[src/rtl/sweep_pkg.sv]
// -----------------------------------------------------------------------------
// sweep_pkg
// Shared definitions for the delay-sweep sequencer:
//   SWEEP_DW - default width of delay, step and point/shot counters
//   state_t  - 3-bit sequencer state encoding
// -----------------------------------------------------------------------------
package sweep_pkg;

  localparam int SWEEP_DW = 16;

  typedef enum logic [2:0] {
    ST_IDLE = 3'd0,
    ST_LOAD = 3'd1,
    ST_ARM  = 3'd2,
    ST_RUN  = 3'd3,
    ST_DONE = 3'd4
  } state_t;

endpackage : sweep_pkg

[src/rtl/sweep_counter.sv]
// -----------------------------------------------------------------------------
// sweep_counter
// Up-counter with clear, increment and end-of-count detection. Used once for
// shots within a point and once for points within a sweep.
//
// Ports:
//   clk_pll  in   clock, rising edge
//   reset    in   synchronous, active-low reset
//   clr_i    in   clear count to zero (wins over inc_i)
//   inc_i    in   increment count by one
//   limit_i  in   terminal count; last_o flags count == limit_i - 1
//   count_o  out  registered count value
//   last_o   out  count has reached its final value for this limit
// -----------------------------------------------------------------------------
module sweep_counter
  import sweep_pkg::*;
#(
  parameter int DW = SWEEP_DW
) (
  input  logic          clk_pll,
  input  logic          reset,
  input  logic          clr_i,
  input  logic          inc_i,
  input  logic [DW-1:0] limit_i,
  output logic [DW-1:0] count_o,
  output logic          last_o
);

  localparam logic [DW-1:0] ONE = {{(DW-1){1'b0}}, 1'b1};

  logic [DW-1:0] count_q;
  logic [DW-1:0] count_d;

  always_comb begin
    count_d = count_q;
    if (clr_i) begin
      count_d = '0;
    end else if (inc_i) begin
      count_d = count_q + ONE;
    end
  end

  always_ff @(posedge clk_pll) begin
    if (!reset) begin
      count_q <= '0;
    end else begin
      count_q <= count_d;
    end
  end

  // A zero limit never reaches RUN, so the wrapped limit-1 is harmless.
  assign last_o  = (count_q == (limit_i - ONE));
  assign count_o = count_q;

endmodule : sweep_counter

[src/rtl/sweep_sequencer.sv]
// -----------------------------------------------------------------------------
// sweep_sequencer
// Steps a pulse generator through a series of delay points. Each point loads
// a new delay (xfer strobe), throws away the first, partial period, then
// counts cfg_shots full periods before moving on with del += step.
//
// Ports:
//   clk_pll     in   200 MHz clock, rising edge
//   reset       in   synchronous, active-low reset
//   start       in   one-cycle sweep request (accepted in IDLE/DONE only)
//   abort       in   one-cycle stop request, highest priority
//   cfg_del0    in   delay of point 0 (clock cycles)
//   cfg_step    in   delay increment per point
//   cfg_points  in   number of points
//   cfg_shots   in   counted periods per point
//   shot_end    in   period-wrap pulse from the pulse generator
//   del         out  delay presented to the pulse generator
//   xfer        out  one-cycle parameter-load strobe
//   busy        out  sweep in progress (LOAD/ARM/RUN)
//   done        out  sweep finished, held until next accepted start
//   point       out  current point index
//   shot        out  completed shots at the current point
//   sat         out  sticky: a delay increment saturated
// -----------------------------------------------------------------------------
module sweep_sequencer
  import sweep_pkg::*;
#(
  parameter int DW = SWEEP_DW
) (
  input  logic          clk_pll,
  input  logic          reset,
  input  logic          start,
  input  logic          abort,
  input  logic [DW-1:0] cfg_del0,
  input  logic [DW-1:0] cfg_step,
  input  logic [DW-1:0] cfg_points,
  input  logic [DW-1:0] cfg_shots,
  input  logic          shot_end,
  output logic [DW-1:0] del,
  output logic          xfer,
  output logic          busy,
  output logic          done,
  output logic [DW-1:0] point,
  output logic [DW-1:0] shot,
  output logic          sat
);

  state_t        state_q,  state_d;
  logic [DW-1:0] del_q,    del_d;
  logic          xfer_q,   xfer_d;
  logic          busy_q,   busy_d;
  logic          done_q,   done_d;
  logic          sat_q,    sat_d;
  // cfg_del0 goes straight into del_q at start, so only these three are kept.
  logic [DW-1:0] step_q,   step_d;
  logic [DW-1:0] points_q, points_d;
  logic [DW-1:0] shots_q,  shots_d;

  logic          shot_clr, shot_inc, shot_last;
  logic          pt_clr,   pt_inc,   pt_last;
  logic [DW-1:0] shot_cnt, pt_cnt;

  // One extra bit so a wrap of the delay is visible as a carry.
  logic [DW:0]   del_sum;
  assign del_sum = {1'b0, del_q} + {1'b0, step_q};

  sweep_counter #(.DW(DW)) u_shot_cnt (
    .clk_pll (clk_pll),
    .reset   (reset),
    .clr_i   (shot_clr),
    .inc_i   (shot_inc),
    .limit_i (shots_q),
    .count_o (shot_cnt),
    .last_o  (shot_last)
  );

  sweep_counter #(.DW(DW)) u_point_cnt (
    .clk_pll (clk_pll),
    .reset   (reset),
    .clr_i   (pt_clr),
    .inc_i   (pt_inc),
    .limit_i (points_q),
    .count_o (pt_cnt),
    .last_o  (pt_last)
  );

  always_comb begin
    state_d  = state_q;
    del_d    = del_q;
    sat_d    = sat_q;
    step_d   = step_q;
    points_d = points_q;
    shots_d  = shots_q;
    shot_clr = 1'b0;
    shot_inc = 1'b0;
    pt_clr   = 1'b0;
    pt_inc   = 1'b0;

    if (abort) begin
      // Counters and delay freeze where they are; only the state unwinds.
      state_d = ST_IDLE;
    end else begin
      unique case (state_q)
        ST_IDLE, ST_DONE: begin
          if (start) begin
            step_d   = cfg_step;
            points_d = cfg_points;
            shots_d  = cfg_shots;
            sat_d    = 1'b0;
            shot_clr = 1'b1;
            pt_clr   = 1'b1;
            if ((cfg_points == '0) || (cfg_shots == '0)) begin
              // Empty sweep: finish at once and leave the generator alone.
              state_d = ST_DONE;
            end else begin
              del_d   = cfg_del0;
              state_d = ST_LOAD;
            end
          end
        end

        ST_LOAD: begin
          state_d = ST_ARM;
        end

        ST_ARM: begin
          // First wrap after a load ends a partial period; do not count it.
          if (shot_end) begin
            state_d = ST_RUN;
          end
        end

        ST_RUN: begin
          if (shot_end) begin
            if (shot_last) begin
              shot_clr = 1'b1;
              if (pt_last) begin
                state_d = ST_DONE;
              end else begin
                pt_inc  = 1'b1;
                state_d = ST_LOAD;
                if (del_sum[DW]) begin
                  del_d = '1;
                  sat_d = 1'b1;
                end else begin
                  del_d = del_sum[DW-1:0];
                end
              end
            end else begin
              shot_inc = 1'b1;
            end
          end
        end

        default: begin
          state_d = ST_IDLE;
        end
      endcase
    end

    // The strobe lags LOAD by one cycle so del has already been stable for a
    // full cycle when xfer rises.
    xfer_d = (state_q == ST_LOAD) && !abort;
    busy_d = (state_d == ST_LOAD) || (state_d == ST_ARM) || (state_d == ST_RUN);
    done_d = (state_d == ST_DONE);
  end

  always_ff @(posedge clk_pll) begin
    if (!reset) begin
      state_q  <= ST_IDLE;
      del_q    <= '0;
      xfer_q   <= 1'b0;
      busy_q   <= 1'b0;
      done_q   <= 1'b0;
      sat_q    <= 1'b0;
      step_q   <= '0;
      points_q <= '0;
      shots_q  <= '0;
    end else begin
      state_q  <= state_d;
      del_q    <= del_d;
      xfer_q   <= xfer_d;
      busy_q   <= busy_d;
      done_q   <= done_d;
      sat_q    <= sat_d;
      step_q   <= step_d;
      points_q <= points_d;
      shots_q  <= shots_d;
    end
  end

  assign del   = del_q;
  assign xfer  = xfer_q;
  assign busy  = busy_q;
  assign done  = done_q;
  assign sat   = sat_q;
  assign point = pt_cnt;
  assign shot  = shot_cnt;

endmodule : sweep_sequencer

[config.mk]
export PLATFORM = sky130hd
export DESIGN_NAME = sweep_sequencer
export DESIGN_NICKNAME = d
export VERILOG_FILES = /design/src/rtl/sweep_pkg.sv /design/src/rtl/sweep_counter.sv /design/src/rtl/sweep_sequencer.sv
export SDC_FILE = /design/constraint.sdc
export NUM_CORES = 1
export LEC_CHECK = 0
export BUFFER_PORTS_ARGS = -buffer_cell sky130_fd_sc_hd__buf_2
export CORE_UTILIZATION = 60
export DETAILED_ROUTE_END_ITERATION = 8
export MAX_ROUTING_LAYER = met4
export PLACE_DENSITY = 0.86
export SYNTH_ARGS = -nofsm -noshare
export SYNTH_HDL_FRONTEND = slang
export SYNTH_SLANG_ARGS = --single-unit
[constraint.sdc]
create_clock -name clk_pll -period 4.9 [get_ports clk_pll]
set_clock_uncertainty 0.05 [all_clocks]
set_input_delay 0.49 -clock clk_pll [delete_from_list [all_inputs] [get_ports clk_pll]]
set_output_delay 0.49 -clock clk_pll [all_outputs]
set_load 0.02 [all_outputs]
Yosys cells after proc, flatten, opt, wreduce, memory -nomap -nowiden
Cells that the tools add are included.
Widths: inputs -> output; s select.

word-level totals
  register bits = 103
  input bits = 69
  output and inout port bits = 52
  word-level logic and storage cells = 86

cells by class
  $add $sub $neg = 5
  equal/unequal tests = 16
  multiplexer cells = 37
  bitwise operators = 2
  reduce and logical (&&, ||, !) cells = 15

operators with widths
  cell                   number
  $mux 16                6
  $add 16x1->16 const B  2
  $eq 16x16->1           2
  $logic_not 16->1       2
  $pmux 16 s2            1
  $sub 16x1->16 const B  2
  $mux 3                 7
  $mux 1                 20
  $add 16x16->17         1
  $reduce_and 7->1       2
  $eq 3x2->1 const B     4
  $ne 2x2->1 const B     6
  $pmux 3 s4             1
  $eq 3x1->1 const B     2
  $eq 3x3->1 const B     2
  $reduce_or 2->1        3
  $pmux 1 s2             2
  $logic_not 3->1        1
  $logic_or 1x1->1       3
  $reduce_and 3->1       1
  $not 1->1              2
  $reduce_bool 2->1      1
  $logic_and 1x1->1      1
  $logic_not 1->1        1

Longest topological paths before layout
Gate-level depths: netlist of the first run.

  depth in word-level cells = 10
  depth in mapped cells = 14
  gate-level depth less buffers = 12

Modules after synthesis
From an unflattened synthesis of the first run, not the netlist that was laid out.

second synthesis, totals
  cell total of the unflattened synthesis = 744
  area, all modules = 6,130.9 um^2

by module, submodules not included
  module           times used  cells an instance  area an instance (um^2)  seq. area each (um^2)
  sweep_sequencer  1           444                3,708.6                  1,421.4
  sweep_counter    2           150                1,211.2                  320.3

Worst setup path before layout of the first run
No wires, ideal clock.

  path kind = reg2reg
  start point = register points_q[0]
  end point = register del_q[1] (netlist: del[1])
  arrival = 3,187 ps
  data required time = 4,778 ps
  setup slack = 1,592 ps
  stages on the path, launching flop included = 14
  path buffers = 3
  cells stage by stage = dfxtp_1 inv_1 ha_1 or4b_1 clkbuf_1 or4b_2 a311oi_1 o2111a_1 and3_2 buf_4 o21ai_1 nand3_2 buf_6 mux2i_1

between the ends
  longest elaborated chain between the ends = 4

RTL lines
  what                        RTL line                RTL
  start: declaration          sweep_sequencer.sv:56   logic [DW-1:0] points_q, points_d;
  start signal: assignment    sweep_sequencer.sv:187  points_q <= points_d;
  $sub 16x1->16               sweep_counter.sv:52     assign last_o = (count_q == (limit_i - ONE));
  $eq 16x16->1                sweep_counter.sv:52
  $ne 2x2->1 (no line)        n/a
  $reduce_and 7->1 (no line)  n/a
  end signal: assignment      sweep_sequencer.sv:181  del_q <= del_d;
  end: declaration            sweep_sequencer.sv:49   logic [DW-1:0] del_q, del_d;

Every way passes these cells.
A chain may end at the register's enable or synchronous reset.

Worst setup path after layout of the first run
  start point = register points_q[0]
  end point = register del_q[8] (netlist: del[8])

The elaborated chain is that of the path after synthesis.

==> flow_metrics.py, run 1 <==
metrics = {
    "die": {
        "start_util_pct": 63.01,
        "fp.dieArea_um2": 10820,
        "core_region_area_um2": 9910,
        "die_x_um": 104.0,
        "pin_count": 121,
        "die_height_um": 104.0,
        "rows": 36,
    },
    "setup_path": {
        "cp.arrival_ns": 4.23,
        "critPathCaptureType": "flop",
        "crit-reg2reg-launch": "points_q[0]",
        "worstPathRequired_ns": 5.14,
        "crit_family": "simple AND/OR/NAND/NOR gates",
        "cp_max_fo": 19,
        "reg2reg_to": "del[8]",
        "slowest_delay_ns": 0.67,
        "cp_cell_sequence": "inv_1, ha_1, or4b_1, or4b_2, a311oi_1, o2111a_1, and3_2, o21ai_1, nand3_2, mux2i_1",
        "cpMaxStageDelayCell": "or4b_2",
        "path_buf_inv": 1,
        "critPathKind": "reg -> reg",
        "worstRegToRegCells": 10,
        "r2r_slack_ns": 0.91,
        "start_kind": "flop",
    },
    "final_layout": {
        "drive_gt1_share_pct": 19.13,
        "fillers": 807,
        "synthToLayoutAreaGrowth_pct": 12.87,
        "fin_nets": 937,
        "final_cell_area_um2": 7047,
        "finalCoreUtilization_pct": 71.11,
    },
    "synthesis": {
        "synth_edf_count": 0,
        "avgSynthCellArea_um2": 8.259,
        "synth_nets": 846,
        "synth-seq-cells": 103,
        "synth_top_area_share_pct": 33.03,
        "synth_cell_types": 75,
        "synth_largest_area_cell": "dfxtp_1",
        "synth.area.top_cells": "dfxtp_1 (33%), nand2_1 (8.5%), xnor2_1 (7.0%), a21boi_0 (5.8%), ha_1 (4.0%)",
        "yosysWarningCount": 0,
        "synth-async-reset-ratio_pct": 0,
        "syn_inst": 756,
        "synthFlopType": "dfxtp_1",
        "syn_area_um2": 6243,
        "synth-seq-area-share_pct": 33.03,
    },
    "sta": {
        "whs_ns": 0.3088,
        "period_needed_ns": 3.988,
        "fin_ws_ns": 0.9119,
        "slew_viol_final": 0,
        "setup-tns-final_ns": 0,
        "fin_crit_sh_pct": 81.39,
        "setup_viol": 0,
        "fmax_mhz": 250.7,
        "hold_viol": 0,
        "tightest_slew_ns": 1.220,
        "slew_headroom_pct": 18.49,
        "rsz0062_at_grt": "no",
    },
    "power_and_ir_drop": {
        "p_clk_share_pct": 31.5,
        "seqPwrFrac_pct": 50.2,
        "leakage_uw": 0.002985,
        "power_density_nw_per_um2": 253.4,
        "ir_drop_uv": 135.0,
        "p_switching_uw": 511.1,
        "power_frac_comb_pct": 18.3,
        "netSwitchingFraction_pct": 28.62,
        "internal_power_uw": 1275,
    },
    "run": {
        "cap_viol_max_count": 0,
    },
    "cts": {
        "clk_pin_slew_ns": 0.10,
        "cts_tree": "built",
        "postCtsSetupRepairBufs": 0,
        "cts_made_buffers": 9,
        "htreeDepth": 3,
        "hold_buffers": 0,
        "cts-root-buf": "clkbuf_8",
        "clk_path_buf_depth": 2,
        "cts-resized-gates": 0,
        "cts_sinks": 103,
        "insertion_delay_ns": 0.38,
    },
    "global_routing": {
        "grt_use_total_pct": 30.71,
        "grt_pass1_wl_um": 26340,
        "first_global_vias": 5619,
        "grt_overflow": 0,
        "grt_max_degree": 55,
        "antenna_found_initial": 0,
    },
    "routing": {
        "drt_wl_total_um": 15910,
        "drc": 0,
        "dr.pass1.iters": 5,
        "via_count": 5927,
        "drtIter0Drc": 246,
        "wl_per_cell_um": 16.14,
        "avgViaCountPerCell": 6.011,
        "ant_nets": 0,
    },
    "placement": {
        "placed_area_um2": 6837,
        "place_ws_ns": 0.9756,
        "gp_congestion": 0.9247,
        "hpwlAfterDp_um": 11760,
        "port_buffers": 120,
    },
    "hold_path": {
        "worstHoldEndpoint": "step_q[8]",
        "min_from": "cfg_step[8]",
        "holdPathStages": 3,
        "hp-class": "in -> reg",
    },
    "status": {
        "status": "finished clean",
    },
}
==> synthesized netlist by cell type (all sizes together), types with 3 or more instances <==
master and count:
a21boi 49, a21oi 17, and3 15, a41oi 3, nor3 25, or4 6
nand2b 3, nor4 18, o31ai 3, a2111oi 3, nor3b 4, or2 3
or4b 3, nor2 60, a21o 7, clkbuf 30, xor2 27, ha 20
o211ai 6, dfxtp 103, and2 7, nand3 20, mux2i 20, buf 11
nor4b 5, nor2b 7, xnor2 50, o221ai 14, a31oi 4, nand4 11
nand2 141, inv 10, or3 8, o21a 5, o21ai 11
==> power groups by stage <==
stage / clock, µW / sequential (µW) / combinational, µW
after CTS: 568 / 896 / 325
after floorplan: 0 / 914 / 233
after global routing: 609 / 901 / 360
after detailed placement: 0 / 915 / 322
final: 563 / 897 / 327
after global placement: 0 / 913 / 311
==> sequential cells by signal, indices dropped and copies added (netlist names) <==
register / flops
del: 16
u_shot_cnt.count_o: 16
shots_q: 16
busy: 1
step_q: 16
sat: 1
done: 1
state_q: 3
xfer: 1
points_q: 16
u_point_cnt.count_o: 16
==> worst max path at each step <==
stage	from	endpoint	slack [ns]	cells after the start
4_1_cts	points_q[0]	del[8]	0.96	10
3_3_place_gp	points_q[0]	del[13]	1.21	10
6_report	points_q[0]	del[8]	0.91	10
3_5_place_dp	points_q[0]	del[14]	0.98	10
5_1_grt	points_q[0]	del[13]	0.69	10
2_1_floorplan	points_q[0]	del[1]	1.59	13
==> worst reg2reg max path: cells and delay by family (launching register included) <==
family                   cells  cell delay [ns]
AND/OR/NAND/NOR              4             2.18
AO/OA/AOI/OAI                3             0.71
flip-flops                   1             0.36
adder cells (fa/ha/maj)      1             0.27
multiplexers                 1             0.27
buffers and inverters        1             0.07
==> metrics by stage <==
step,instances,power [µW]
finish,986,1786
global route,985,1870
CTS,985,1789
detailed placement,969,1237
global placement,969,1224
floorplan,756,1147
==> routing by layer <==
layer	vias up	global-route usage (%)	wire, µm
met1	2825	37.27	6805
li1	2863	-	-
met3	37	5.263	1037
met5	-	-	0
met4	0	11.02	355
met2	202	51.29	7716
==> final cells by class <==
cell class	instances	area (µm²)	share of cell area, %
Timing Repair Buffer	121	608.1	8.629
Clock inverter	4	52.55	0.7457
Tap cell	133	166.4	2.362
Inverter	10	37.54	0.5327
Clock buffer	12	155.1	2.202
Antenna cell	1	2.502	0.03551
Multi-Input combinational cell	602	3963	56.23
Sequential cell	103	2062	29.26
==> logic make-up after synthesis <==
kind of cell               after synthesis  synth area share [%]
buffers and inverters                   51                 3.627
AOI/OAI and AO/OA                      141                 16.93
xor gates and xnor gates                78                 11.16
DFF                                    103                 33.03
adders and majority gates               21                 4.329
and+or+nand+nor                        340                 27.36
muxes                                   22                 3.567
==> placed cells by master, fill, tap and decap left out, types with 4 or more instances in the layout <==
| cell | count |
|---|---|
| a21oi_1 | 17 |
| nor2_1 | 59 |
| nor4_1 | 16 |
| nor4b_1 | 4 |
| dfxtp_1 | 103 |
| a21o_1 | 7 |
| xor2_1 | 27 |
| nor2b_1 | 7 |
| inv_1 | 10 |
| a21boi_0 | 48 |
| and2_1 | 5 |
| and3_1 | 13 |
| nor3_2 | 7 |
| nand3_1 | 18 |
| clkbuf_8 | 11 |
| or4_1 | 5 |
| a31oi_1 | 4 |
| nor3_1 | 18 |
| nand4_1 | 11 |
| mux2i_1 | 20 |
| buf_2 | 120 |
| o21a_1 | 5 |
| o211ai_1 | 6 |
| xnor2_1 | 50 |
| or3_1 | 8 |
| ha_1 | 20 |
| o221ai_1 | 14 |
| nand2_1 | 141 |
| o21ai_0 | 10 |
No activity file was read; power rests on OpenSTA's default activity.
==> run 2, diff against run 1 <==
--- a/config.mk
+++ b/config.mk
@@ -6,10 +6,10 @@
 export NUM_CORES = 1
 export LEC_CHECK = 0
 export BUFFER_PORTS_ARGS = -buffer_cell sky130_fd_sc_hd__buf_2
-export CORE_UTILIZATION = 60
+export CORE_UTILIZATION = 51
 export DETAILED_ROUTE_END_ITERATION = 8
 export MAX_ROUTING_LAYER = met4
-export PLACE_DENSITY = 0.86
+export PLACE_DENSITY = 0.77
 export SYNTH_ARGS = -nofsm -noshare
 export SYNTH_HDL_FRONTEND = slang
 export SYNTH_SLANG_ARGS = --single-unit
==> constraint.sdc (replaced) <==
create_clock -name clk_pll -period 3.5 [get_ports clk_pll]
set_clock_uncertainty 0.05 [all_clocks]
set_input_delay 0.35 -clock clk_pll [delete_from_list [all_inputs] [get_ports clk_pll]]
set_output_delay 0.35 -clock clk_pll [all_outputs]
set_load 0.02 [all_outputs]
==> flow_metrics.py, run 2 (same netlist as run 1, synthesis figures left out) <==
metrics = {
    "status": {
        "status": "finished clean",
    },
    "global_routing": {
        "grt_use_total_pct": 26.55,
        "first_global_vias": 5391,
        "met1_usage_pct": 32.70,
        "use_met3_pct": 5.076,
        "grt_max_degree": 48,
        "top_usage_layer": "met2",
        "met2_usage_pct": 43.13,
        "grt_overflow": 0,
        "antenna_found_initial": 0,
        "grt_pass1_wl_um": 25900,
    },
    "placement": {
        "port_buffers": 120,
        "gp_congestion": 0.8791,
        "dp.cells": 999,
        "hpwlAfterDp_um": 11520,
    },
    "cts": {
        "insertion_delay_ns": 0.36,
        "cts_made_buffers": 9,
        "cts_tree": "built",
        "clk_path_buf_depth": 2,
        "clk_pin_slew_ns": 0.07,
        "hold_buffers": 0,
        "htreeDepth": 3,
        "cts-root-buf": "clkbuf_16",
        "cts_sinks": 103,
    },
    "die": {
        "fp.dieArea_um2": 12690,
        "die_x_um": 112.6,
        "core_region_area_um2": 11960,
        "start_util_pct": 52.20,
        "rows": 40,
        "pin_count": 121,
        "die_height_um": 112.6,
    },
    "setup_path": {
        "worstPathRequired_ns": 3.69,
        "crit_family": "simple AND/OR/NAND/NOR gates",
        "start_kind": "flop",
        "slowest_delay_ns": 0.53,
        "critPathKind": "reg -> reg",
        "cpMostUsedCell": "a21o_1",
        "cp_max_fo": 16,
        "cpMaxStageDelayCell": "or4b_4",
        "cp.arrival_ns": 3.51,
        "path_buf_inv": 3,
        "cp_cell_sequence": "inv_1, ha_1, or4b_4, nor4b_1, a2111oi_0, a21o_1, or3_1, a211oi_1, buf_4, a21o_1, nand3_2, buf_6, mux2i_1",
        "critPathCaptureType": "flop",
    },
    "sta": {
        "slew_headroom_pct": 51.46,
        "slew_viol_final": 0,
        "fmax_mhz": 301.0,
        "hold_viol": 0,
        "rsz0062_at_grt": "no",
        "setup-tns-final_ns": 0,
        "whs_ns": 0.1875,
        "tightest_slew_ns": 0.7214,
        "period_needed_ns": 3.323,
        "fin_crit_sh_pct": 94.93,
        "setup_viol": 0,
    },
    "routing": {
        "drc": 0,
        "ant_nets": 0,
        "via_count": 5767,
        "avgViaCountPerCell": 5.682,
        "dr.pass1.iters": 4,
        "wl_per_cell_um": 15.27,
        "drt_wl_total_um": 15500,
        "drtIter0Drc": 315,
    },
    "power_and_ir_drop": {
        "power_frac_comb_pct": 16.9,
        "ir_drop_uv": 188.2,
        "netSwitchingFraction_pct": 26.89,
        "p_clk_share_pct": 38.1,
        "leakage_uw": 0.003113,
        "finalPower_uw": 2783,
        "seqPwrFrac_pct": 45.0,
        "p_switching_uw": 748.4,
        "power_density_nw_per_um2": 381.7,
        "internal_power_uw": 2034,
    },
    "final_layout": {
        "multi_input_area_um2": 3965,
        "finalCoreUtilization_pct": 60.95,
        "area.sequential_um2": 2062,
        "final_common_cell": "nand2_1",
        "final_cell_mix": "nand2_1 (141), buf_2 (120), dfxtp_1 (103)",
        "fillers": 1105,
        "antenna_cells": 0,
        "fin_nets": 953,
        "synthToLayoutAreaGrowth_pct": 16.77,
        "fin_cells": 1015,
        "drive_gt1_share_pct": 20.74,
    },
    "run": {
        "cap_viol_max_count": 0,
    },
    "hold_path": {
        "hp-class": "in -> reg",
    },
}
==> run 2: changes by cell type in the layout (fill, tap and decap cells not counted), sizes merged <==
cell / previous run / this run
buf: 121 / 137
clkbuf: 12 / 13
diode: 1 / 0
inv: 11 / 10
==> run 2: power groups by stage <==
stage | logic, µW | clock network [µW] | registers, µW
2_1_floorplan | 326 | 0 | 1280
5_1_grt | 521 | 1120 | 1260
3_5_place_dp | 465 | 0 | 1280
6_report | 469 | 1060 | 1250
3_3_place_gp | 460 | 0 | 1280
4_1_cts | 468 | 1070 | 1250
==> run 2: what timing repair did <==
action | 4_1_cts | 5_1_grt
setup buffers | 0 | 0
gates resized for setup | 0 | 2
setup endpoints to repair | 0 | 27
==> run 2: cell type report <==
type,count,area share (%)
repair buffers,137,10.04
inverters,10,0.5148
well taps,147,2.523
flip-flops and latches,103,28.28
clock buffers,13,3.707
multi-input cells,602,54.38
clock inverters,3,0.5492
==> run 2: routing by layer <==
layer  share of wire [%]  wire length, µm
met1                  46             7067
met2                  47             7305
met3                 5.2              800
met4                 2.1              330
met5                   0                0
==> run 2: final timing paths <==
path / cells after the start / endpoint / start / slack, ns
min: 3 / step_q[13] / cfg_step[13] / 0.19
min reg2reg: 2 / step_q[12] / step_q[12] / 0.42
max: 13 / del[15] / shots_q[0] / 0.18
max reg2reg: 13 / del[15] / shots_q[0] / 0.18
==> run 2: worst reg2reg max path, cell delays in order, from the launching register on <==
cell	delay, ns
dfxtp_1	0.36
inv_1	0.07
ha_1	0.21
or4b_4	0.53
nor4b_1	0.30
a2111oi_0	0.12
a21o_1	0.21
or3_1	0.34
a211oi_1	0.25
buf_4	0.19
a21o_1	0.14
nand3_2	0.08
buf_6	0.19
mux2i_1	0.15
==> run 2: metrics by stage <==
step           cell area, µm²  setup slack (ns)
2_1_floorplan            6243            0.1915
3_3_place_gp             6974            0.1958
3_5_place_dp             6974            0.1175
4_1_cts                  7284            0.1005
5_1_grt                  7291           0.02240
6_report                 7291            0.1773
